`config.mk`:
```
export PLATFORM = sky130hd
export DESIGN_NAME = mfcc_frame_serializer
export DESIGN_NICKNAME = d
export VERILOG_FILES = /design/src/rtl/mfcc_frame_serializer.sv
export SDC_FILE = /design/constraint.sdc
export NUM_CORES = 1
export LEC_CHECK = 0
export CELL_PAD_IN_SITES_DETAIL_PLACEMENT = 1
export CELL_PAD_IN_SITES_GLOBAL_PLACEMENT = 1
export CORE_UTILIZATION = 46
export CTS_CLUSTER_DIAMETER = 120
export CTS_CLUSTER_SIZE = 16
export DETAILED_ROUTE_END_ITERATION = 8
export MAX_ROUTING_LAYER = met4
export PLACE_DENSITY_LB_ADDON = 0.1
export REMOVE_ABC_BUFFERS = 1
export SYNTH_ARGS = -nofsm -noshare
export SYNTH_HDL_FRONTEND = slang
export SYNTH_SLANG_ARGS = --single-unit
```
`constraint.sdc`:
```
create_clock -name clk -period 3.2 [get_ports clk]
set_clock_uncertainty 0.15 [all_clocks]
set_input_delay 0.48 -clock clk [delete_from_list [all_inputs] [get_ports clk]]
set_output_delay 0.48 -clock clk [all_outputs]
set_load 0.02 [all_outputs]
```
`src/rtl/mfcc_frame_serializer.sv`:
```
// Serializes one MFCC coefficient frame per packet: header, sequence number,
// coefficients MSB-first, XOR checksum. One pending frame is buffered behind the active one.
module mfcc_frame_serializer #(
    parameter int          NUM_COEFFICIENTS = 13,
    parameter int          COEF_WIDTH       = 16,
    parameter logic [7:0]  HEADER_BYTE      = 8'hA5
) (
    input  logic                                        clk,
    input  logic                                        rst_n,
    input  logic                                        mfcc_done_i,
    input  logic [NUM_COEFFICIENTS-1:0][COEF_WIDTH-1:0] mfcc_data_i,
    output logic [7:0]                                  tx_data_o,
    output logic                                        tx_valid_o,
    input  logic                                        tx_ready_i,
    input  logic                                        clear_ovf_i,
    output logic                                        busy_o,
    output logic                                        overflow_o,
    output logic [7:0]                                  drop_count_o
);

    localparam int IDX_W = (NUM_COEFFICIENTS > 1) ? $clog2(NUM_COEFFICIENTS) : 1;
    localparam logic [IDX_W-1:0] LAST_IDX = IDX_W'(NUM_COEFFICIENTS - 1);

    typedef logic [NUM_COEFFICIENTS-1:0][COEF_WIDTH-1:0] frame_t;

    typedef enum logic [2:0] {
        IDLE = 3'd0,
        HDR  = 3'd1,
        SEQ  = 3'd2,
        CHI  = 3'd3,
        CLO  = 3'd4,
        CHK  = 3'd5
    } state_t;

    function automatic logic [7:0] chk_update(input logic [7:0] chk, input logic [7:0] data);
        return chk ^ data;
    endfunction

    state_t           state_r;
    frame_t           active_r;
    frame_t           pending_r;
    logic             pend_v_r;
    logic [7:0]       seq_r;
    logic [IDX_W-1:0] idx_r;
    logic [7:0]       chk_r;

    logic hs_s;
    logic capture_s;
    logic vacate_s;
    logic to_pend_s;
    logic drop_s;
    logic pend_v_nxt_s;
    logic active_nxt_s;
    logic busy_nxt_s;

    // Frame routing decisions: capture into active, park in pending, or drop.
    always_comb begin
        hs_s         = tx_valid_o && tx_ready_i;
        capture_s    = 1'b0;
        vacate_s     = 1'b0;
        to_pend_s    = 1'b0;
        drop_s       = 1'b0;
        pend_v_nxt_s = pend_v_r;
        active_nxt_s = 1'b0;
        busy_nxt_s   = 1'b0;

        if (state_r == IDLE) begin
            vacate_s     = pend_v_r;
            capture_s    = !pend_v_r && mfcc_done_i;
            active_nxt_s = capture_s || vacate_s;
        end else begin
            vacate_s     = 1'b0;
            capture_s    = 1'b0;
            active_nxt_s = !((state_r == CHK) && hs_s);
        end

        // Pending vacated this cycle can immediately accept the new frame.
        if (mfcc_done_i && !capture_s) begin
            if (!pend_v_r || vacate_s) begin
                to_pend_s = 1'b1;
            end else begin
                drop_s = 1'b1;
            end
        end else begin
            to_pend_s = 1'b0;
            drop_s    = 1'b0;
        end

        if (to_pend_s) begin
            pend_v_nxt_s = 1'b1;
        end else if (vacate_s) begin
            pend_v_nxt_s = 1'b0;
        end else begin
            pend_v_nxt_s = pend_v_r;
        end

        busy_nxt_s = active_nxt_s || pend_v_nxt_s;
    end

    // Packet FSM, buffers and drop bookkeeping with registered outputs.
    always_ff @(posedge clk or negedge rst_n) begin
        if (!rst_n) begin
            state_r      <= IDLE;
            active_r     <= '0;
            pending_r    <= '0;
            pend_v_r     <= 1'b0;
            seq_r        <= 8'd0;
            idx_r        <= '0;
            chk_r        <= 8'd0;
            tx_data_o    <= 8'd0;
            tx_valid_o   <= 1'b0;
            busy_o       <= 1'b0;
            overflow_o   <= 1'b0;
            drop_count_o <= 8'd0;
        end else begin
            busy_o   <= busy_nxt_s;
            pend_v_r <= pend_v_nxt_s;
            if (to_pend_s) begin
                pending_r <= mfcc_data_i;
            end

            // A drop coinciding with a clear restarts the count at one.
            if (drop_s) begin
                overflow_o <= 1'b1;
                if (clear_ovf_i) begin
                    drop_count_o <= 8'd1;
                end else if (drop_count_o != 8'hFF) begin
                    drop_count_o <= drop_count_o + 8'd1;
                end
            end else if (clear_ovf_i) begin
                overflow_o   <= 1'b0;
                drop_count_o <= 8'd0;
            end

            case (state_r)
                IDLE: begin
                    if (capture_s || vacate_s) begin
                        active_r   <= capture_s ? mfcc_data_i : pending_r;
                        state_r    <= HDR;
                        tx_valid_o <= 1'b1;
                        tx_data_o  <= HEADER_BYTE;
                        chk_r      <= HEADER_BYTE;
                        idx_r      <= '0;
                    end else begin
                        tx_valid_o <= 1'b0;
                        tx_data_o  <= 8'd0;
                    end
                end
                HDR: begin
                    if (hs_s) begin
                        state_r   <= SEQ;
                        tx_data_o <= seq_r;
                    end
                end
                SEQ: begin
                    if (hs_s) begin
                        state_r   <= CHI;
                        chk_r     <= chk_update(chk_r, tx_data_o);
                        tx_data_o <= active_r[0][COEF_WIDTH-1 -: 8];
                    end
                end
                CHI: begin
                    if (hs_s) begin
                        state_r   <= CLO;
                        chk_r     <= chk_update(chk_r, tx_data_o);
                        tx_data_o <= active_r[idx_r][7:0];
                    end
                end
                CLO: begin
                    if (hs_s) begin
                        chk_r <= chk_update(chk_r, tx_data_o);
                        if (idx_r < LAST_IDX) begin
                            idx_r     <= idx_r + 1'b1;
                            state_r   <= CHI;
                            tx_data_o <= active_r[idx_r + 1'b1][COEF_WIDTH-1 -: 8];
                        end else begin
                            state_r   <= CHK;
                            tx_data_o <= chk_update(chk_r, tx_data_o);
                        end
                    end
                end
                CHK: begin
                    if (hs_s) begin
                        state_r    <= IDLE;
                        tx_valid_o <= 1'b0;
                        tx_data_o  <= 8'd0;
                        idx_r      <= '0;
                        seq_r      <= seq_r + 8'd1;
                    end
                end
                default: begin
                    state_r    <= IDLE;
                    tx_valid_o <= 1'b0;
                    tx_data_o  <= 8'd0;
                    idx_r      <= '0;
                end
            endcase
        end
    end

endmodule

```
[Word-level counts from Yosys, hierarchy flattened]
Index checks and enable logic that the tools add are counted.
Storage, ports and cells
  flip-flop bits (word level): 459
  bits of input ports: 213
  word-level logic and storage cells: 132
Cells by class
  add/subtract/negate cells: 3
  $lt $le $gt $ge: 3
  eq/ne operators: 14
  mux-type cells: 47
  bitwise gates (word level): 3
  reduce and logical (&&, ||, !) cells: 26
Operators with widths (count)
  2-to-1 mux 208 bit: 1
  binary-select mux 16 bit (select 4 bit): 2
  2-to-1 mux 8 bit: 14
  one-hot mux 8 bit (6 select lines): 1
  2-to-1 mux 3 bit: 7
  one-hot mux 3 bit (6 select lines): 1
  adder 8 x 1 -> 8 bit, second input constant: 2
  2-to-1 mux 16 bit: 1
  2-to-1 mux 4 bit: 4
  one-hot mux 4 bit (4 select lines): 1
  one-hot mux 8 bit (2 select lines): 1
  2-to-1 mux 1 bit: 13
  inequality test 2 bit, second input constant: 6
  less-than comparator 4 x 5 -> 1 bit, second input constant: 2
  AND reduction 5 bit: 2
  inequality test 8 bit, second input constant: 1
  AND reduction 2 bit: 4
  bitwise XOR 8 bit: 1
  equality test 3 x 2 -> 1 bit, second input constant: 2
  equality test 3 bit, second input constant: 2
  AND reduction 6 bit: 1
  nonzero test 2 bit: 3
  OR reduction 3 bit: 2
  adder 4 x 1 -> 4 bit, second input constant: 1
  other kinds (11): 21

[Logic depth before layout (Yosys ltp)]
  word-level depth: 8
  mapped depth: 8
  gate-level depth less buffers: 6

[Worst setup path after synthesis]
Ideal clock, no wire load.
  path type: flip-flop to flip-flop
  from: register idx_r[0]
  to: register tx_data_o[1]
  setup time: 0.122 ns
  arrival time: 2.135 ns
  data required time: 2.928 ns
  slack: 0.793 ns
  stages on the path, launching flop included: 9
  buffers on the path: 3
  path through: dfrtp_1 -> ha_1 -> buf_2 -> buf_2 -> clkbuf_1 -> mux4_2 -> mux2i_1 -> nand3_1 -> a32o_1
On the way
  longest elaborated chain between the ends: 6
  elaborated cells on any way between the ends: 10
  classes of those cells: add/sub (1); order compare (1); mux (8)
Ends and longest elaborated chain
  start: declaration: line 44  | logic [IDX_W-1:0] idx_r;
  start signal: assignment: line 173  | idx_r <= idx_r + 1'b1;
  adder 4 x 1 -> 4 bit: line 175  | tx_data_o <= active_r[idx_r + 1'b1][COEF_WIDTH-1 -: 8];
  binary-select mux 16 bit (select 4 bit): line 175
  2-to-1 mux 16 bit (implied by the code): line 175
  2-to-1 mux 8 bit: line 172  | if (idx_r < LAST_IDX) begin
  2-to-1 mux 8 bit: line 170  | if (hs_s) begin
  one-hot mux 8 bit (6 select lines) (*): line 135  | case (state_r)
  end signal: assignment: line 166  | tx_data_o <= active_r[idx_r][7:0];
  end signal: assignment: line 175
  end signal: assignment: line 178  | tx_data_o <= chk_update(chk_r, tx_data_o);
  end: declaration: line 12  | output logic [7:0] tx_data_o,
Every way passes the cells marked *; elsewhere a longest branch is shown, timed or not. The select of a mux whose other input is x is not followed.
A chain may end at the register's enable or synchronous reset.

[Worst setup path after layout]
  from: register idx_r[0]
  to: register tx_data_o[5]
Same word-level chain as after synthesis.

==> impl_metrics.csv <==
group,metric,value,unit
route,viasPerCell,5.603,
logic_synthesis,synthTopCellsByArea,"dfrtp_1 54%, mux2_2 11%, mux2i_1 11%, o21ai_0 5.4%, mux4_2 4.7%",
pwr,static-leakage-power,12.03,nW
finish,final_util,56.00,%
cts,htreeDepth,2,
route,vias,14590,
placed_design,dp_slack,0.07910,ns
route,post_drt_wl_per_cell,21.41,um
sta,rsz0062_at_grt,"false",
finish,final_nets,2211,
cts,cts_root_buf,"clkbuf_16",
cts,cts-resized-gates,0,
critical_path,r2r_slack,0.32,ns
finish,drive_above_1_share,18.32,%
floorplanning,die_h,217.6,um
critical_path,reg2reg_from,"idx_r[0]",
sta,period_share,89.90,%
critical_path,worstSetupPathType,"flip-flop to flip-flop",
sta,fmax,0.3476,GHz
floorplanning,rows,78,
global_route,grt_pass1_vias,15700,
route,remaining_drc_errors,0,
cts,postCtsSetupBuffers,0,
sta,min_period,2.877,ns
outcome,status,"completed",
finish,final_cells,2604,
pwr,power.total,23.69,mW
critical_path,arrival,3.16,ns
logic_synthesis,synth_cells,1797,
critical_path,timing.critical_path.to_type,"flip-flop",
placed_design,hpwl,38.67,mm
global_route,grt_pass1_wl,89.60,mm
global_route,grt_max_degree,141,
route,drtIter0Drc,938,
critical_path,critPathMaxFanout,50,
global_route,overflow,0,
sta,setup_viol,0,
placed_design,placed_cells,2558,
hold_path,holdCritPathClass,"input pin to async pin",
logic_synthesis,synth_ff_type,"dfrtp_1",
critical_path,reg2reg_to,"tx_data_o[5]",
critical_path,crit_required,3.48,ns
route,dr.pass1.iters,8,
cts,clkSlewWorstSetupHoldPaths,0.07,ns
logic_synthesis,synth_edf_count,0,
cts,cts_made_buffers,34,
cts,clk-insertion-delay-late,0.56,ns
sta,hold_viol,0,
logic_synthesis,syn_avg_cell_area,11.90,um^2
pwr,irDropWorstVdd,0.5502,mV
critical_path,reg2reg_depth,5,
logic_synthesis,synthArstFlopShare,100.0,%
finish,area_delta_synth_final,19.32,%
floorplanning,ioPinCount,232,
logic_synthesis,synth_area_leader_cell,"dfrtp_1",
placed_design,place_congestion,0.8613,
logic_synthesis,synth.yosys.warnings,0,
sta,finalMaxSlewViolations,0,
floorplanning,start_util,46.93,%
critical_path,startpoint_type,"flip-flop",
cts,ctsHoldBuffers,1,
logic_synthesis,ys_ff_latch,459,
global_route,grt_use_total,25.08,%
logic_synthesis,synthDistinctLibCells,62,
cts,clock_sinks,459,
route,ant_nets,0,
pwr,power.density,928.3,mW/mm^2
cts,cts_tree,"done",
logic_synthesis,yosysTopAreaCellShare,53.70,%
sta,setup_ws,0.3233,ns
logic_synthesis,yosysSeqAreaShare,53.70,%
floorplanning,die_x,217.6,um
placed_design,io_buffer_count,231,
global_route,antenna_found_initial,6,
cts,cts_buffer_depth,3,
route,routed_wl,55.74,mm
sta,worst_pin_slew,1.092,ns
floorplanning,core,0.04558,mm^2
sta,whs,0.2893,ns
run,drv_cap,0,
sta,slew_headroom,26.53,%
floorplanning,die-area,0.04737,mm^2
logic_synthesis,syn-cell-area,0.02139,mm^2
-- power breakdown --
group	leakage, nW	internal [mW]	switching, mW
Clock	0.438	1.96	2.02
Combinational	5.99	4.70	4.77
Sequential	5.60	8.62	1.62
-- per-layer routing --
metal / share of wire (%) / global-route usage [%] / up-vias / wire length (um)
met5: 0 / - / - / 0
met4: 1.8 / 5.657 / 0 / 985
met3: 4.3 / 4.128 / 62 / 2387
met2: 49 / 40.77 / 234 / 27570
met1: 44 / 32.98 / 7500 / 24800
li1: - / - / 6795 / -
-- layout make-up --
type | instances | area, um^2
Fill cell | 4657 | 20050
Sequential cell | 459 | 11490
Multi-Input combinational cell | 1199 | 9305
Timing Repair Buffer | 285 | 3000
Clock buffer | 37 | 883.3
Tap cell | 600 | 750.7
Inverter | 16 | 60.06
Clock inverter | 2 | 16.27
Antenna cell | 6 | 15.01
-- layout by cell type, fill, tap and decap left out, types with 22 or more instances in the layout --
cell,synthesis,final
a21oi_1,22,22
buf_12,1,22
buf_4,3,31
clkbuf_16,0,35
clkdlybuf4s50_1,0,230
dfrtp_1,459,457
mux2_2,212,212
mux2i_1,226,226
mux4_2,45,45
nand2_1,249,249
nor2_1,41,41
o21ai_0,231,231
-- synthesized netlist by cell type (13+ instances only) --
| cell | instances |
|---|---|
| o21ai_0 | 231 |
| nand2_1 | 249 |
| nor2_1 | 41 |
| xnor2_1 | 15 |
| dfrtp_1 | 459 |
| clkbuf_1 | 55 |
| mux4_2 | 45 |
| inv_1 | 14 |
| mux2_2 | 212 |
| mux2i_1 | 226 |
| buf_1 | 13 |
| nand2b_1 | 19 |
| a21oi_1 | 22 |
| nand3_1 | 19 |
| buf_2 | 49 |
-- how the worst max path moves through the flow --
| stage | slack (ns) | to | startpoint | cells past startpoint |
|---|---|---|---|---|
| after floorplan | -11.18 | idx_r[0] | mfcc_done_i | 3 |
| after global placement | 0.02 | tx_data_o[5] | tx_ready_i | 6 |
| after detailed placement | 0.08 | tx_data_o[5] | tx_ready_i | 6 |
| after CTS | 0.32 | tx_data_o[5] | idx_r[0] | 5 |
| after global routing | 0.21 | tx_data_o[7] | state_r[0] | 5 |
| final | 0.32 | tx_data_o[5] | idx_r[0] | 5 |
-- per-stage QoR --
step	cell area, um^2	TNS, ns
after CTS	25510	0
after floorplan	20820	-2460.75
after global routing	25520	0
after detailed placement	24600	0
after global placement	24600	0
final	25520	0
-- sequential cells by signal, summed over array words and instances (netlist names) --
signal,count
active_r,208
busy_o,1
chk_r,8
drop_count_o,8
idx_r,4
overflow_o,1
pend_v_r,1
pending_r,208
seq_r,8
state_r,3
tx_data_o,8
tx_valid_o,1
-- critical path, stage by stage (launching register included) --
cell and delay (ns):
dfrtp_4 0.44, buf_12 0.31, mux4_2 0.57, a22oi_1 0.43, o211ai_1 0.21, or4_1 0.53
-- cell families after synthesis --
kind of cell / Yosys count / share of synthesized area [%]
AND/OR/NAND/NOR: 374 / 7.523
adder cells (fa/ha/maj): 3 / 0.1755
buffers and inverters: 139 / 2.925
flip-flops: 459 / 53.70
AO/OA/AOI/OAI: 322 / 8.506
XOR/XNOR: 17 / 0.6961
multiplexers: 483 / 26.48
(Power assumes the default switching activity.)
